<file path="src/rtl/mem_port_arbiter.sv">
// Round-robin arbiter sharing one multicycle memory port between instruction fetch (I)
// and load/store (D); registers the winning request and routes the response back.
module mem_port_arbiter #(
    parameter int unsigned TIMEOUT_CYCLES = 1024
) (
    input  logic        clk,
    input  logic        rst,
    input  logic        i_read,
    input  logic [31:0] i_address,
    output logic [31:0] i_rdata,
    output logic        i_resp,
    input  logic        d_read,
    input  logic        d_write,
    input  logic [3:0]  d_byte_enable,
    input  logic [31:0] d_address,
    input  logic [31:0] d_wdata,
    output logic [31:0] d_rdata,
    output logic        d_resp,
    output logic        mem_read,
    output logic        mem_write,
    output logic [3:0]  mem_byte_enable,
    output logic [31:0] mem_address,
    output logic [31:0] mem_wdata,
    input  logic        mem_resp,
    input  logic [31:0] mem_rdata,
    output logic        timeout,
    output logic [1:0]  dbg_state
);

    localparam int CW = $clog2(TIMEOUT_CYCLES + 1);

    typedef enum logic [1:0] {
        IDLE    = 2'd0,
        SERVE_I = 2'd1,
        SERVE_D = 2'd2
    } state_e;

    // Handshake: a requester raises read/write and holds it with stable address/data until
    // its x_resp pulse; the arbiter samples it only in IDLE and ignores mem_resp outside SERVE.
    state_e          state_q, state_d;
    logic            last_d_q, last_d_d;
    logic            read_q, read_d;
    logic            write_q, write_d;
    logic [3:0]      be_q, be_d;
    logic [31:0]     addr_q, addr_d;
    logic [31:0]     wdata_q, wdata_d;
    logic [CW-1:0]   cnt_q, cnt_d;
    logic            timeout_q, timeout_d;

    logic i_req, d_req, grant_i, grant_d;

    assign i_req   = i_read;
    assign d_req   = d_read | d_write;
    // On a tie, I wins only when D was granted last.
    assign grant_i = i_req & (~d_req | last_d_q);
    assign grant_d = d_req & ~grant_i;

    always_comb begin
        state_d   = state_q;
        last_d_d  = last_d_q;
        read_d    = read_q;
        write_d   = write_q;
        be_d      = be_q;
        addr_d    = addr_q;
        wdata_d   = wdata_q;
        cnt_d     = cnt_q;
        timeout_d = timeout_q;
        case (state_q)
            IDLE: begin
                if (grant_i) begin
                    state_d  = SERVE_I;
                    last_d_d = 1'b0;
                    read_d   = 1'b1;
                    write_d  = 1'b0;
                    be_d     = 4'hF;
                    addr_d   = i_address;
                    wdata_d  = 32'h0;
                    cnt_d    = '0;
                end else if (grant_d) begin
                    // Read+write together is illegal and resolves to a write.
                    state_d  = SERVE_D;
                    last_d_d = 1'b1;
                    read_d   = ~d_write;
                    write_d  = d_write;
                    be_d     = d_write ? d_byte_enable : 4'hF;
                    addr_d   = d_address;
                    wdata_d  = d_wdata;
                    cnt_d    = '0;
                end
            end
            SERVE_I, SERVE_D: begin
                if (mem_resp) begin
                    state_d = IDLE;
                    read_d  = 1'b0;
                    write_d = 1'b0;
                end else if (cnt_q < CW'(TIMEOUT_CYCLES)) begin
                    cnt_d = cnt_q + CW'(1);
                end
            end
            default: state_d = IDLE;
        endcase
        if (cnt_d >= CW'(TIMEOUT_CYCLES)) begin
            timeout_d = 1'b1;
        end
    end

    always_ff @(posedge clk) begin
        if (rst) begin
            state_q   <= IDLE;
            last_d_q  <= 1'b1;
            read_q    <= 1'b0;
            write_q   <= 1'b0;
            be_q      <= 4'h0;
            addr_q    <= 32'h0;
            wdata_q   <= 32'h0;
            cnt_q     <= '0;
            timeout_q <= 1'b0;
        end else begin
            state_q   <= state_d;
            last_d_q  <= last_d_d;
            read_q    <= read_d;
            write_q   <= write_d;
            be_q      <= be_d;
            addr_q    <= addr_d;
            wdata_q   <= wdata_d;
            cnt_q     <= cnt_d;
            timeout_q <= timeout_d;
        end
    end

    assign i_resp          = (state_q == SERVE_I) & mem_resp;
    assign d_resp          = (state_q == SERVE_D) & mem_resp;
    assign i_rdata         = i_resp ? mem_rdata : 32'h0;
    assign d_rdata         = d_resp ? mem_rdata : 32'h0;
    assign mem_read        = read_q;
    assign mem_write       = write_q;
    assign mem_byte_enable = be_q;
    assign mem_address     = addr_q;
    assign mem_wdata       = wdata_q;
    assign timeout         = timeout_q;
    assign dbg_state       = state_q;

endmodule
</file>
<file path="config.mk">
export PLATFORM = sky130hd
export DESIGN_NAME = mem_port_arbiter
export DESIGN_NICKNAME = d
export VERILOG_FILES = /design/src/rtl/mem_port_arbiter.sv
export SDC_FILE = /design/constraint.sdc
export NUM_CORES = 1
export LEC_CHECK = 0
export CAP_MARGIN = 25
export CORE_MARGIN = 4
export CORE_UTILIZATION = 33
export DETAILED_ROUTE_END_ITERATION = 7
export PLACE_DENSITY = 0.78
export RECOVER_POWER = 25
export SYNTH_ARGS = -nofsm -noshare
export SYNTH_HDL_FRONTEND = slang
export SYNTH_SLANG_ARGS = --single-unit
</file>
<file path="constraint.sdc">
create_clock -name clk -period 1.85 [get_ports clk]
set_input_delay 0.555 -clock clk [delete_from_list [all_inputs] [get_ports clk]]
set_output_delay 0.555 -clock clk [all_outputs]
set_load 0.05 [all_outputs]
</file>
# [Word level (Yosys, flattened, before mapping)]
# Cells that the tools add are included.
[word_totals] register_bits=85 input_bits=138 output_inout_bits=139
[op_classes] n_addsub=1 n_lt_le_gt_ge=2 n_eq_ne=4 mux=27 bitwise=9 reduce_logical=7
[ops] cell="32-bit two-way mux" n=6
[ops] cell="11-bit two-way mux" n=4
[ops] cell="11-bit case mux with 2 select lines" n=1
[ops] cell="4-bit two-way mux" n=3
[ops] cell="11-bit by 1-bit adder with 11-bit output, second input constant" n=1
[ops] cell="11-bit greater-or-equal comparator, second input constant" n=1
[ops] cell="11-bit < comparator, second input constant" n=1
[ops] cell="1-bit two-way mux" n=7
[ops] cell="2-bit two-way mux" n=3
[ops] cell="1-bit bitwise AND" n=4
[ops] cell="1-bit case mux with 2 select lines" n=2
[ops] cell="2-bit case mux with 2 select lines" n=1
[ops] cell="2-bit AND reduction" n=2
[ops] cell="2-bit nonzero test" n=2
[ops] cell="3-bit != test, second input constant" n=1
[ops] cell="1-bit inverter" n=3
[ops] cell="3-bit AND reduction" n=1
[ops] cell="2-bit by 1-bit == test with 1-bit output, second input constant" n=1
[ops] cell="2-bit == test, second input constant" n=1
[ops] cell="2-bit zero test" n=1
[ops] cell="2-bit != test, second input constant" n=1
[ops] cell="1-bit bitwise OR" n=2
[ops] cell="2-bit OR reduction" n=1

# [Logic depth before layout (Yosys ltp)]
# Gate-level depths: netlist (run 1).
[depth] word_depth=10 depth_mapped=7 ltp_nobuf=5

# [Least setup slack after synthesis (run 1)]
# No wires, ideal clock.
[synth_timing] path_kind="flip-flop to output port" from="reg state_q[0], in the netlist dbg_state[0]" to="out i_rdata[10]" arrival_ns=1.667 t_required_ns=1.295 slack_ns=-0.372 stages_incl_launch_ff=4 n_path_buf=1 cell_sequence="dfxtp_1 ha_1 clkbuf_1 and3_1"
[synth_via] elab_chain_len=3
[synth_lines] item="start, declared" line_no="40" rtl="state_e state_q, state_d;"
[synth_lines] item="start signal, assigned" line_no="119" rtl="state_q <= state_d;"
[synth_lines] item="2-bit by 1-bit == test with 1-bit output" line_no="131" rtl="assign i_resp = (state_q == SERVE_I) & mem_resp;"
[synth_lines] item="1-bit bitwise AND" line_no="131"
[synth_lines] item="32-bit two-way mux" line_no="133" rtl="assign i_rdata = i_resp ? mem_rdata : 32'h0;"
[synth_lines] item="end, declared" line_no="10" rtl="output logic [31:0] i_rdata,"
# Every way passes these cells.

# [Worst setup path in the final report (run 1)]
[layout_timing] from="reg state_q[1], in the netlist dbg_state[1]" to="out d_rdata[7]"
[layout_via] elab_chain_len=3
[layout_lines] item="2-bit == test" line_no="132" rtl="assign d_resp = (state_q == SERVE_D) & mem_resp;"
[layout_lines] item="1-bit bitwise AND" line_no="132"
[layout_lines] item="32-bit two-way mux" line_no="134" rtl="assign d_rdata = d_resp ? mem_rdata : 32'h0;"
[layout_lines] item="end, declared" line_no="17" rtl="output logic [31:0] d_rdata,"
# Every way passes these cells.

==> results_dict.tcl, run 1 <==
set metrics [dict create \
    dieHeight_um 121 \
    grt_start_max_net_pins 52 \
    maxSlewViolCount 0 \
    violations "negative setup slack" \
    grt_util_met2_pct 41.3 \
    ir_drop_mv 0.710 \
    ys_seq_area_share_pct 40.4 \
    cp_num_buf_inv 3 \
    grt_use_met1_pct 22.6 \
    drive_gt1_share_pct 38.0 \
    clock.fmax_mhz 492 \
    finalWirelength_um 17100 \
    cts_sinks 85 \
    fin_crit_ns 2.03 \
    p_comb_share_pct 44.2 \
    ys.flop_type "dfxtp_1" \
    path_common_cell "buf_12" \
    drt_iter0_drc 236 \
    switchingPower_w 0.00263 \
    gp_congestion 0.871 \
    p_seq_share_pct 31.2 \
    path_clk_slew_ns 0.06 \
    track_usage_pct 21.8 \
    hold_buffers 0 \
    status "complete, but fails checks" \
    routed_via_density 5.38 \
    antenna_found_initial 0 \
    p_leak_nw 3.42 \
    final_area_um2 8590 \
    fp.dieArea_um2 14600 \
    slew_headroom_pct 59.0 \
    wl_per_cell_um 18.1 \
    ios 277 \
    layout_common_cells "clkdlybuf4s50_1 (135), buf_12 (84), dfxtp_1 (83)" \
    ff2ff_setup_slack_ns 0.07 \
    final_common_cell "clkdlybuf4s50_1" \
    grt_first_pass_wirelength_um 25800 \
    worstPathCellList "buf_6 > ha_4 > buf_12 > and3_2 > buf_12" \
    route.vias.total 5083 \
    rsz0062_at_grt "yes" \
    grt_pass1_vias 5176 \
    timing.final.crit_share_pct 110 \
    crit_path_max_fanout 17 \
    crit_type "reg2out" \
    route.detailed.drc 0 \
    setup_slack_ns -0.182 \
    hold_start "timeout$_SDFFE_PP0P_" \
    cp_data_arrival_time_ns 1.48 \
    whs_endpoint "timeout$_SDFFE_PP0P_" \
    layout.nets 911 \
    cts_buffers 9 \
    cts_tree "yes" \
    fin_worst_skew_ns 0.00794 \
    synth.net_count 626 \
    dp.final_hpwl_um 13200 \
    drtAntennaViolNets 0 \
    worst_slew_pin_slew_ns 0.618 \
    h-tree-depth 3 \
    grtUsageMet3_pct 6.43 \
    dr.pass1.iters 5 \
    std_cell_rows 41 \
    coreArea_um2 12600 \
    synthArstFlopShare_pct 0 \
    hold_violations 0 \
    grt-ovfl-total 0 \
    fill_cells 908 \
    synthCells 483 \
    cp_data_required_time_ns 1.29 \
    placed_cell_area_um2 8240 \
    synth_cell_types 52 \
    p_per_area_nw_per_um2 806 \
    die_w_um 121 \
    netlist_area_um2 4220 \
    whs_path_depth 2 \
    cp_slowest_cell "dfxtp_4" \
    portBuffers 276 \
    avgSynthCellArea_um2 8.73 \
    slowest_delay_ns 0.36 \
    antenna_cells 0 \
    crit_path_start_kind "register" \
    cap_violations 0 \
    start_util_pct 33.5 \
    crit_path_end_kind "output pin" \
    busiest_layer "met2" \
    area_growth_pct 104 \
    crit_family "buffers and inverters" \
    switching_share_pct 38.0 \
    synth_edf_count 0 \
    worstRegToRegCells 5 \
    synth-seq-cells 85 \
    yosysWarnings 0 \
    rr_startpoint "dbg_state[0]$_SDFFE_PP0P_" \
    power.internal_w 0.00429 \
    root_buffer "clkbuf_16" \
    setup_viol 66 \
    clock_latency_ns 0.33 \
    hp-class "reg2reg" \
    clockPowerShare_pct 24.5 \
    cts_buffer_depth 2 \
    utilization_pct 68.4 \
]
[stage by stage]
stage	total power [W]	setup WS, ns	hold slack [ns]	instances	TNS [ns]
after floorplan	0.00392	0.000232	0.488	483	0
after global placement	0.00518	-0.248	0.467	921	-18.00
after detailed placement	0.00525	-0.287	0.463	921	-21.92
after CTS	0.00704	-0.206	0.472	944	-11.00
after global routing	0.00719	-0.223	0.488	945	-12.43
final	0.00693	-0.182	0.463	945	-9.27
[power by group through the flow]
stage,clock [W],combinational (W),sequential (W)
floorplan,0,0.00105,0.00287
global placement,0,0.00299,0.00219
detailed placement,0,0.00305,0.00220
CTS,0.00173,0.00314,0.00217
global route,0.00179,0.00321,0.00219
finish,0.00170,0.00306,0.00216
[logic make-up (layout without fill, tap and decap cells)]
kind of cell	count (synthesis)	count (layout)	share of synthesized area [%]
AND/OR/NAND/NOR	178	178	23.9
AO/OA/AOI/OAI	139	139	26.3
flip-flops	85	85	40.4
buffers and inverters	76	366	7.95
adder cells (fa/ha/maj)	5	5	1.48
[timing repair]
| item | CTS | global route |
|---|---|---|
| buffers inserted | 5 | 1 |
| endpoints found under the setup margin | 66 | 73 |
| pin swaps | 4 | 0 |
| resized for setup | 17 | 6 |
| cloned | 2 | 0 |
[synthesized netlist by cell type (5+ instances only)]
master | n | share of area, %
a21oi_1 | 23 | 2.7
a311oi_1 | 18 | 3.7
a32oi_1 | 32 | 6.6
and3_1 | 65 | 9.6
buf_2 | 13 | 1.5
buf_4 | 5 | 0.89
clkbuf_1 | 32 | 2.8
dfxtp_1 | 85 | 40
ha_1 | 5 | 1.5
inv_1 | 23 | 2.0
nand2_1 | 5 | 0.45
nand3_1 | 19 | 2.3
nor2_1 | 54 | 4.8
nor3_1 | 9 | 1.1
o21ai_0 | 19 | 2.3
o221a_2 | 16 | 4.3
o31ai_1 | 5 | 0.89
or4_1 | 5 | 0.89
[metal layers]
metal / part of all wire (%) / vias up
li1: - / 2403
met1: 36 / 2405
met2: 54 / 258
met3: 9.2 / 17
met4: 1.3 / 0
met5: 0 / -
[final cells by class]
cell class              instances  area, um2  area share (%)
flip-flops and latches         85       1710            19.9
multi-input cells             322       2510            29.2
clock inverters                 3       20.0           0.233
inverters                      23       88.8            1.03
repair buffers                327       3790            44.1
well taps                     172        215            2.50
clock buffers                  13        260            3.03
[how the worst max path moves through the flow]
| stage | start | endpoint | slack [ns] | cells after the start |
|---|---|---|---|---|
| 6_report | dbg_state[1]$_SDFFE_PP0P_ | d_rdata[7] | -0.18 | 5 |
| 2_1_floorplan | mem_resp | d_rdata[25] | 0.0002 | 4 |
| 3_3_place_gp | d_write | mem_write$_SDFFE_PP0P_ | -0.25 | 6 |
| 3_5_place_dp | d_read | mem_wdata[14]$_SDFFE_PP0P_ | -0.29 | 7 |
| 4_1_cts | dbg_state[1]$_SDFFE_PP0P_ | d_rdata[4] | -0.21 | 5 |
| 5_1_grt | dbg_state[1]$_SDFFE_PP0P_ | d_rdata[8] | -0.22 | 5 |
[tightest hold or removal path, cell delays in order, from the launching register on]
cell and delay, ns:
dfxtp_1 0.31, inv_1 0.05, a31oi_1 0.06
Power figures use the tool's default switching activity.
==> inputs of run 2 (changes only) <==
--- a/config.mk
+++ b/config.mk
@@ -5,7 +5,7 @@
 export SDC_FILE = /design/constraint.sdc
 export NUM_CORES = 1
 export LEC_CHECK = 0
-export CAP_MARGIN = 25
+export CAP_MARGIN = 20
 export CORE_MARGIN = 4
 export CORE_UTILIZATION = 33
 export DETAILED_ROUTE_END_ITERATION = 7
==> results of run 2 <==
The final DEF is identical to that of run 1; final timing and power are the same.
